**config.mk**
```make
export PLATFORM = sky130hd
export DESIGN_NAME = pcileech_cfgspace_arbiter
export DESIGN_NICKNAME = d
export VERILOG_FILES = /design/src/rtl/pcileech_cfgspace_pkg.sv /design/src/rtl/pcileech_cfgspace_rsp_pipe.sv /design/src/rtl/pcileech_cfgspace_arbiter.sv
export SDC_FILE = /design/constraint.sdc
export NUM_CORES = 1
export LEC_CHECK = 0
export ABC_CLOCK_PERIOD_IN_PS = 5000
export CAP_MARGIN = 5
export CORE_AREA = 2 2 157 159
export DETAILED_ROUTE_END_ITERATION = 8
export DIE_AREA = 0 0 159 161
export HOLD_SLACK_MARGIN = 0.03
export PLACE_DENSITY_LB_ADDON = 0.2
export SKIP_LAST_GASP = 1
export SLEW_MARGIN = 10
export SYNTH_ARGS = -nofsm -noshare
export SYNTH_HDL_FRONTEND = slang
export SYNTH_SLANG_ARGS = --single-unit
```
**constraint.sdc**
```tcl
create_clock -name clk -period 5 [get_ports clk]
set_clock_uncertainty 0.1 [all_clocks]
set_input_delay 0.75 -clock clk [delete_from_list [all_inputs] [get_ports clk]]
set_output_delay 0.75 -clock clk [all_outputs]
set_load 0.005 [all_outputs]
```
**src/rtl/pcileech_cfgspace_pkg.sv**
```systemverilog
// Shared types and helpers for the shadow config-space BRAM arbiter.
// Latency: none (types and pure functions only).
// Backpressure: not applicable.
package pcileech_cfgspace_pkg;

   localparam int CFGSPACE_ADDR_W = 10;

   typedef enum logic [1:0] {
      REQ_NONE = 2'd0,
      REQ_TLP  = 2'd1,
      REQ_USB  = 2'd2,
      REQ_INT  = 2'd3
   } cfgspace_req_t;

   // One slot of the response pipeline: who asked, and with which tag.
   typedef struct packed {
      logic          valid;
      cfgspace_req_t req;
      logic [7:0]    tag;
   } cfgspace_pipe_ent_t;

   // Requester index (0 = tlp, 1 = usb, 2 = int, 3 = nobody) to enum.
   function automatic cfgspace_req_t idx_to_req(input logic [1:0] idx);
      case (idx)
         2'd0:    return REQ_TLP;
         2'd1:    return REQ_USB;
         2'd2:    return REQ_INT;
         default: return REQ_NONE;
      endcase
   endfunction

   // Rotating-priority pick starting at 'start'; returns 3 when no candidate.
   function automatic logic [1:0] arb_pick(input logic [2:0] cand, input logic [1:0] start);
      logic [1:0] pick;
      logic [2:0] sum;
      pick = 2'd3;
      // Walk from lowest to highest priority so the highest one wins last.
      for (int k = 2; k >= 0; k--) begin
         sum = {1'b0, start} + 3'(k);
         if (sum >= 3'd3) sum = sum - 3'd3;
         if (cand[sum[1:0]]) pick = sum[1:0];
      end
      return pick;
   endfunction

   // Requester following 'idx' in the tlp -> usb -> int -> tlp ring.
   function automatic logic [1:0] next_idx(input logic [1:0] idx);
      return (idx == 2'd2) ? 2'd0 : idx + 2'd1;
   endfunction

endpackage

```
**src/rtl/pcileech_cfgspace_rsp_pipe.sv**
```systemverilog
// Tag/requester delay line for one BRAM port, demuxed to per-requester strobes.
// Latency: RD_LATENCY cycles from in_ent to out_valid/out_tag.
// Backpressure: none; a new entry can enter every cycle.
module pcileech_cfgspace_rsp_pipe
   import pcileech_cfgspace_pkg::*;
#(
   parameter int RD_LATENCY = 2
) (
   input  logic               clk,
   input  logic               rst,
   input  cfgspace_pipe_ent_t in_ent,
   output logic [2:0]         out_valid,
   output logic [7:0]         out_tag
);

   cfgspace_pipe_ent_t stage [RD_LATENCY];

   // Shift the entry along; reset flushes anything in flight.
   always_ff @(posedge clk) begin
      if (rst) begin
         for (int i = 0; i < RD_LATENCY; i++) stage[i] <= '0;
      end else begin
         stage[0] <= in_ent;
         for (int i = 1; i < RD_LATENCY; i++) stage[i] <= stage[i-1];
      end
   end

   // Route the oldest entry to its requester; silent while in reset.
   always_comb begin
      out_valid = 3'b000;
      out_tag   = 8'h00;
      if (!rst && stage[RD_LATENCY-1].valid) begin
         out_tag = stage[RD_LATENCY-1].tag;
         case (stage[RD_LATENCY-1].req)
            REQ_TLP: out_valid[0] = 1'b1;
            REQ_USB: out_valid[1] = 1'b1;
            REQ_INT: out_valid[2] = 1'b1;
            default: out_valid = 3'b000;
         endcase
      end
   end

endmodule

```
**src/rtl/pcileech_cfgspace_arbiter.sv**
```systemverilog
// Lossless 3-requester arbiter for the shadow cfg-space BRAM write and read ports.
// Latency: request accepted in cycle t responds in cycle t+RD_LATENCY (reads and writes).
// Backpressure: per-requester ready; held requests wait, same-DWORD read-after-write defers the read.
// Optional PCILEECH_CFGSPACE_ARB_RR_EN: round-robin per port instead of fixed tlp > usb > int.
module pcileech_cfgspace_arbiter
   import pcileech_cfgspace_pkg::*;
#(
   parameter int RD_LATENCY  = 2,
   parameter int STALL_CNT_W = 16
) (
   input  logic                       clk,
   input  logic                       rst,
   input  logic                       tlp_req_valid,
   output logic                       tlp_req_ready,
   input  logic                       tlp_req_wr,
   input  logic [CFGSPACE_ADDR_W-1:0] tlp_req_addr,
   input  logic [3:0]                 tlp_req_be,
   input  logic [31:0]                tlp_req_data,
   input  logic [7:0]                 tlp_req_tag,
   output logic                       tlp_rsp_valid,
   output logic                       tlp_rsp_wr,
   output logic [7:0]                 tlp_rsp_tag,
   output logic [31:0]                tlp_rsp_data,
   input  logic                       usb_req_valid,
   output logic                       usb_req_ready,
   input  logic                       usb_req_wr,
   input  logic [CFGSPACE_ADDR_W-1:0] usb_req_addr,
   input  logic [3:0]                 usb_req_be,
   input  logic [31:0]                usb_req_data,
   input  logic [7:0]                 usb_req_tag,
   output logic                       usb_rsp_valid,
   output logic                       usb_rsp_wr,
   output logic [7:0]                 usb_rsp_tag,
   output logic [31:0]                usb_rsp_data,
   input  logic                       int_req_valid,
   output logic                       int_req_ready,
   input  logic                       int_req_wr,
   input  logic [CFGSPACE_ADDR_W-1:0] int_req_addr,
   input  logic [3:0]                 int_req_be,
   input  logic [31:0]                int_req_data,
   input  logic [7:0]                 int_req_tag,
   output logic                       int_rsp_valid,
   output logic                       int_rsp_wr,
   output logic [7:0]                 int_rsp_tag,
   output logic [31:0]                int_rsp_data,
   input  logic                       cfg_zero,
   output logic [3:0]                 bram_wea,
   output logic [CFGSPACE_ADDR_W-1:0] bram_addra,
   output logic [31:0]                bram_dina,
   output logic [CFGSPACE_ADDR_W-1:0] bram_addrb,
   input  logic [31:0]                bram_doutb,
   output logic [STALL_CNT_W-1:0]     stall_cnt
);

   // Requester-indexed views: 0 = tlp, 1 = usb, 2 = int.
   logic [2:0]                 vld, wr, ready;
   logic [CFGSPACE_ADDR_W-1:0] addr [3];
   logic [3:0]                 be   [3];
   logic [31:0]                data [3];
   logic [7:0]                 tag  [3];

   assign vld = {int_req_valid, usb_req_valid, tlp_req_valid};
   assign wr  = {int_req_wr,    usb_req_wr,    tlp_req_wr};
   assign addr[0] = tlp_req_addr; assign addr[1] = usb_req_addr; assign addr[2] = int_req_addr;
   assign be[0]   = tlp_req_be;   assign be[1]   = usb_req_be;   assign be[2]   = int_req_be;
   assign data[0] = tlp_req_data; assign data[1] = usb_req_data; assign data[2] = int_req_data;
   assign tag[0]  = tlp_req_tag;  assign tag[1]  = usb_req_tag;  assign tag[2]  = int_req_tag;

   logic [1:0] w_idx, r_idx, wr_ptr, rd_ptr;
   logic       w_gnt, r_gnt;

`ifdef PCILEECH_CFGSPACE_ARB_RR_EN
   logic [1:0] wr_ptr_q, rd_ptr_q;

   // Each port's pointer moves past its last winner.
   always_ff @(posedge clk) begin
      if (rst) begin
         wr_ptr_q <= 2'd0;
         rd_ptr_q <= 2'd0;
      end else begin
         if (w_gnt) wr_ptr_q <= next_idx(w_idx);
         if (r_gnt) rd_ptr_q <= next_idx(r_idx);
      end
   end

   assign wr_ptr = wr_ptr_q;
   assign rd_ptr = rd_ptr_q;
`else
   assign wr_ptr = 2'd0;
   assign rd_ptr = 2'd0;
`endif

   // Pick one writer and one reader; a read hitting the write's DWORD waits a cycle.
   always_comb begin
      w_idx = arb_pick(vld & wr, wr_ptr);
      r_idx = arb_pick(vld & ~wr, rd_ptr);
      w_gnt = !rst && (w_idx != 2'd3);
      r_gnt = !rst && (r_idx != 2'd3);
      if (w_gnt && r_gnt && (addr[r_idx] == addr[w_idx])) r_gnt = 1'b0;
   end

   // Drive BRAM ports and readies from the grants; idle ports sit at zero.
   always_comb begin
      ready      = 3'b000;
      bram_wea   = 4'h0;
      bram_addra = '0;
      bram_dina  = 32'h0;
      bram_addrb = '0;
      if (w_gnt) begin
         ready[w_idx] = 1'b1;
         bram_wea     = be[w_idx];
         bram_addra   = addr[w_idx];
         bram_dina    = data[w_idx];
      end
      if (r_gnt) begin
         ready[r_idx] = 1'b1;
         bram_addrb   = addr[r_idx];
      end
   end

   assign tlp_req_ready = ready[0];
   assign usb_req_ready = ready[1];
   assign int_req_ready = ready[2];

   cfgspace_pipe_ent_t rd_ent, wr_ent;
   logic [2:0]         rd_v, wr_v;
   logic [7:0]         rd_tag, wr_tag;

   assign rd_ent = '{valid: r_gnt, req: r_gnt ? idx_to_req(r_idx) : REQ_NONE,
                     tag: r_gnt ? tag[r_idx] : 8'h00};
   assign wr_ent = '{valid: w_gnt, req: w_gnt ? idx_to_req(w_idx) : REQ_NONE,
                     tag: w_gnt ? tag[w_idx] : 8'h00};

   pcileech_cfgspace_rsp_pipe #(.RD_LATENCY(RD_LATENCY)) u_rd_pipe (
      .clk(clk), .rst(rst), .in_ent(rd_ent), .out_valid(rd_v), .out_tag(rd_tag)
   );

   pcileech_cfgspace_rsp_pipe #(.RD_LATENCY(RD_LATENCY)) u_wr_pipe (
      .clk(clk), .rst(rst), .in_ent(wr_ent), .out_valid(wr_v), .out_tag(wr_tag)
   );

   // A requester never sees a read response and a write ack in the same cycle.
   assign tlp_rsp_valid = rd_v[0] | wr_v[0];
   assign tlp_rsp_wr    = wr_v[0];
   assign tlp_rsp_tag   = wr_v[0] ? wr_tag : (rd_v[0] ? rd_tag : 8'h00);
   assign tlp_rsp_data  = (rd_v[0] && !cfg_zero) ? bram_doutb : 32'h0;

   assign usb_rsp_valid = rd_v[1] | wr_v[1];
   assign usb_rsp_wr    = wr_v[1];
   assign usb_rsp_tag   = wr_v[1] ? wr_tag : (rd_v[1] ? rd_tag : 8'h00);
   assign usb_rsp_data  = (rd_v[1] && !cfg_zero) ? bram_doutb : 32'h0;

   assign int_rsp_valid = rd_v[2] | wr_v[2];
   assign int_rsp_wr    = wr_v[2];
   assign int_rsp_tag   = wr_v[2] ? wr_tag : (rd_v[2] ? rd_tag : 8'h00);
   assign int_rsp_data  = (rd_v[2] && !cfg_zero) ? bram_doutb : 32'h0;

   // Count cycles where any presented request was left waiting; stick at all-ones.
   always_ff @(posedge clk) begin
      if (rst) begin
         stall_cnt <= '0;
      end else if (|(vld & ~ready) && (stall_cnt != '1)) begin
         stall_cnt <= stall_cnt + STALL_CNT_W'(1);
      end
   end

endmodule

```
==> results by group, run 1 <==
Pwr
  – Static Leakage: 3.55 nW
  – PwrDens: 183 nW/µm²
  – Peak VDD IR: 0.179 mV
  – Power, Total: about 0.0018 W

CTS
  – CTS tree: yes
  – CTS root buffer: clkbuf_16
  – Htree depth: 3
  – Post-CTS Setup Bufs: 0
  – Skew-Pair Late Insertion Delay: 0.33 ns
  – CTS max path bufs: 2
  – Clk slew on worst S/H paths: 0.05 ns
  – CTS sink count: 60
  – CTS Buf Count: 9

Die
  – Die Wd: 159 µm
  – Num rows: 57
  – Starting density of the core: 0.203
  – Die ar.: 25600 µm²
  – Vert. Die Dim: 161 µm
  – Io pins: 404
  – CORE AREA: 24000 µm²

STA
  – Clock period minus worst slack: 4.75 ns
  – Final Hold Vio Count: 0
  – Highest clock rate: 211 MHz
  – RSZ-0062 raised after global routing: no
  – Setup violators final: 0
  – Final period utilization: 0.949
  – Setup TNS: 0 ns
  – Max-slew headroom: 0.604
  – Slew Limit Fails: 0
  – Worst-margin pin slew: 0.592 ns

Yosys
  – Sequential cell area fraction in the yosys report: 0.247
  – Fraction of registers with async set or reset after synthesis: 0
  – YS warnings: 0
  – Most frequent cell after synthesis: and2_1
  – Area leader, netlist: dfxtp_1
  – Synth area leaders: dfxtp_1 25%, and2_1 13%, a222oi_1 11%
  – Post-Syn Area: 4860 µm²
  – Synth unique cells: 56
  – Post-synth EDFFs: 0
  – Synth Area per Inst: 7.49 µm²
  – Synth top area share: 0.247
  – Syn Nets: about 860
  – Synthesized instance count: 649
  – Top cells by count, synth: 103 x and2_1, 88 x nor2_1, 60 x dfxtp_1, 52 x a222oi_1, 45 x a21oi_1
  – Main synth FF type: dfxtp_1
  – Register bit count reported by yosys: 60

Route
  – Via count: 6655
  – Vias/cell: 4.85
  – Average wire per standard cell: 18.5 µm
  – Routed WL: 25.4 mm
  – Remaining antenna violation count: 0
  – DR pass1 iterations: 9
  – Residual DRC: 0
  – Detailed Route Iter0 Violations: 555

Place
  – Post-DP HPWL: between 20 and 25 mm
  – RePlAce Congestion: 0.899
  – # port buffers: 403
  – Placed Cells incl. Taps: about 1400

GRT
  – Grt ovf: 0
  – Largest net degree at the start of global routing: 39
  – First-pass GRT wire length: 37.4 mm
  – GRT Overall Usage: 0.185
  – Initial antenna violation count: 0
  – Vias in the first global route: 6517

Critical path
  – Crit start category: input port
  – Arr. time, crit path: 3.90 ns
  – Crit-path max FO: 12
  – Kind of critical path: in -> out
  – Setup crit end kind: output port
  – Worst EP required: 4.15 ns

Job
  – Max Cap Violations: 0

Final layout
  – Area delta synth->final: 98.6%
  – Register Area: 1200 µm²
  – Fin util: 0.403
  – Share of layout cells above drive strength 1: 0.0688
  – Final layout net count: around 1300
  – Final non-filler cell total: 1371
  – Fill count: 2507
  – ANT cells: 0
  – Area of the multi-input gates: 3350 µm²

Hold path
  – Worst Hold Class: reg -> reg

Status
  – Outcome: finished clean
## registers in the layout, summed over array words and instances (netlist names)
| name | cells |
|---|---|
| u_wr_pipe.stage | 22 |
| stall_cnt | 16 |
| u_rd_pipe.stage | 22 |
## cell families after synthesis
group | share of synthesized area
AO/OA/AOI/OAI | 0.295
flip-flops | 0.247
buffers and inverters | 0.0672
multiplexers | 0.00901
AND/OR/NAND/NOR | 0.364
adder cells (fa/ha/maj) | 0.0154
XOR/XNOR | 0.00180
## layout by cell type (no fill, tap or decap), drive strengths merged, types with 6 or more instances in the layout
| cell type | n |
|---|---|
| o21ai | 27 |
| buf | 37 |
| clkdlybuf4s50 | 402 |
| nor2b | 30 |
| a222oi | 52 |
| ha | 6 |
| a41oi | 6 |
| a31oi | 7 |
| and3b | 7 |
| or3 | 6 |
| clkbuf | 9 |
| a22o | 27 |
| and2 | 103 |
| a22oi | 6 |
| dfxtp | 60 |
| nand2 | 32 |
| nand3 | 14 |
| nor2 | 90 |
| inv | 10 |
| and3 | 12 |
| a21oi | 45 |
## power breakdown
part / switching (W) / internal, W / leakage [nW] / total [W]
combinational: 0.000207 / 0.000281 / 2.88 / 0.000488
sequential: 0.0000109 / 0.000499 / 0.489 / 0.000510
clock: 0.000229 / 0.000541 / 0.181 / 0.000770
total: 0.000447 / 0.00132 / 3.55 / 0.00177
## per-layer routing
metal  GRT usage  part of all wire  routed length, µm
met3      0.0485             0.081               2060
met1       0.197              0.38               9600
met4      0.0591             0.021                542
met5           0                 0                  0
met2       0.355              0.52              13200
## final cells by class
class | count | share of cell area
clock buffer | 9 | 0.0233
clock inverter | 7 | 0.0152
inverter | 8 | 0.00311
timing repair buffer | 439 | 0.445
multi-input combinational | 524 | 0.347
sequential | 60 | 0.124
tap | 324 | 0.0420
## final timing paths
kind | startpoint | to | slack [ns] | cells after the start
hold / removal | u_rd_pipe.stage[0][2] | u_rd_pipe.stage[0][13] | 0.33 | 1
setup reg to reg | stall_cnt[7] | stall_cnt[11] | 2.59 | 8
setup / recovery | usb_req_wr | int_req_ready | 0.25 | 13
hold reg to reg | u_rd_pipe.stage[0][2] | u_rd_pipe.stage[0][13] | 0.33 | 1
## critical path: stages
cell and delay, ns:
clkdlybuf4s50_1 0.64, nor2b_1 0.08, buf_4 0.18, nor3_4 0.32, buf_4 0.23, a21o_1 0.14
a32oi_1 0.05, a32oi_1 0.25, nand2_1 0.15, o21ai_2 0.26, buf_4 0.24, o21ai_0 0.10
clkdlybuf4s50_1 0.48
## metrics by stage
step	hold slack [ns]	setup WS, ns	cell area, µm²
2_1_floorplan	0.314	0.797	4860
3_3_place_gp	0.326	0.226	9280
3_5_place_dp	0.323	0.147	9280
4_1_cts	0.335	0.133	9650
5_1_grt	0.347	0.0255	9660
6_report	0.334	0.254	9660
## repair_timing
action                     CTS  global route
setup endpoints to repair    0             2
gates resized for setup      0             1
hold buffers                 0             0
(Power assumes the default switching activity.)
==> run 2: changes to the inputs <==
--- a/config.mk
+++ b/config.mk
@@ -8,8 +8,10 @@
 export ABC_CLOCK_PERIOD_IN_PS = 5000
 export CAP_MARGIN = 5
 export CORE_AREA = 2 2 157 159
+export CTS_CLUSTER_SIZE = 25
 export DETAILED_ROUTE_END_ITERATION = 8
 export DIE_AREA = 0 0 159 161
+export GPL_ROUTABILITY_DRIVEN = 0
 export HOLD_SLACK_MARGIN = 0.03
 export PLACE_DENSITY_LB_ADDON = 0.2
 export SKIP_LAST_GASP = 1
==> results of run 2 <==
Same layout as run 1: the final DEF is identical, and so are final timing and power.
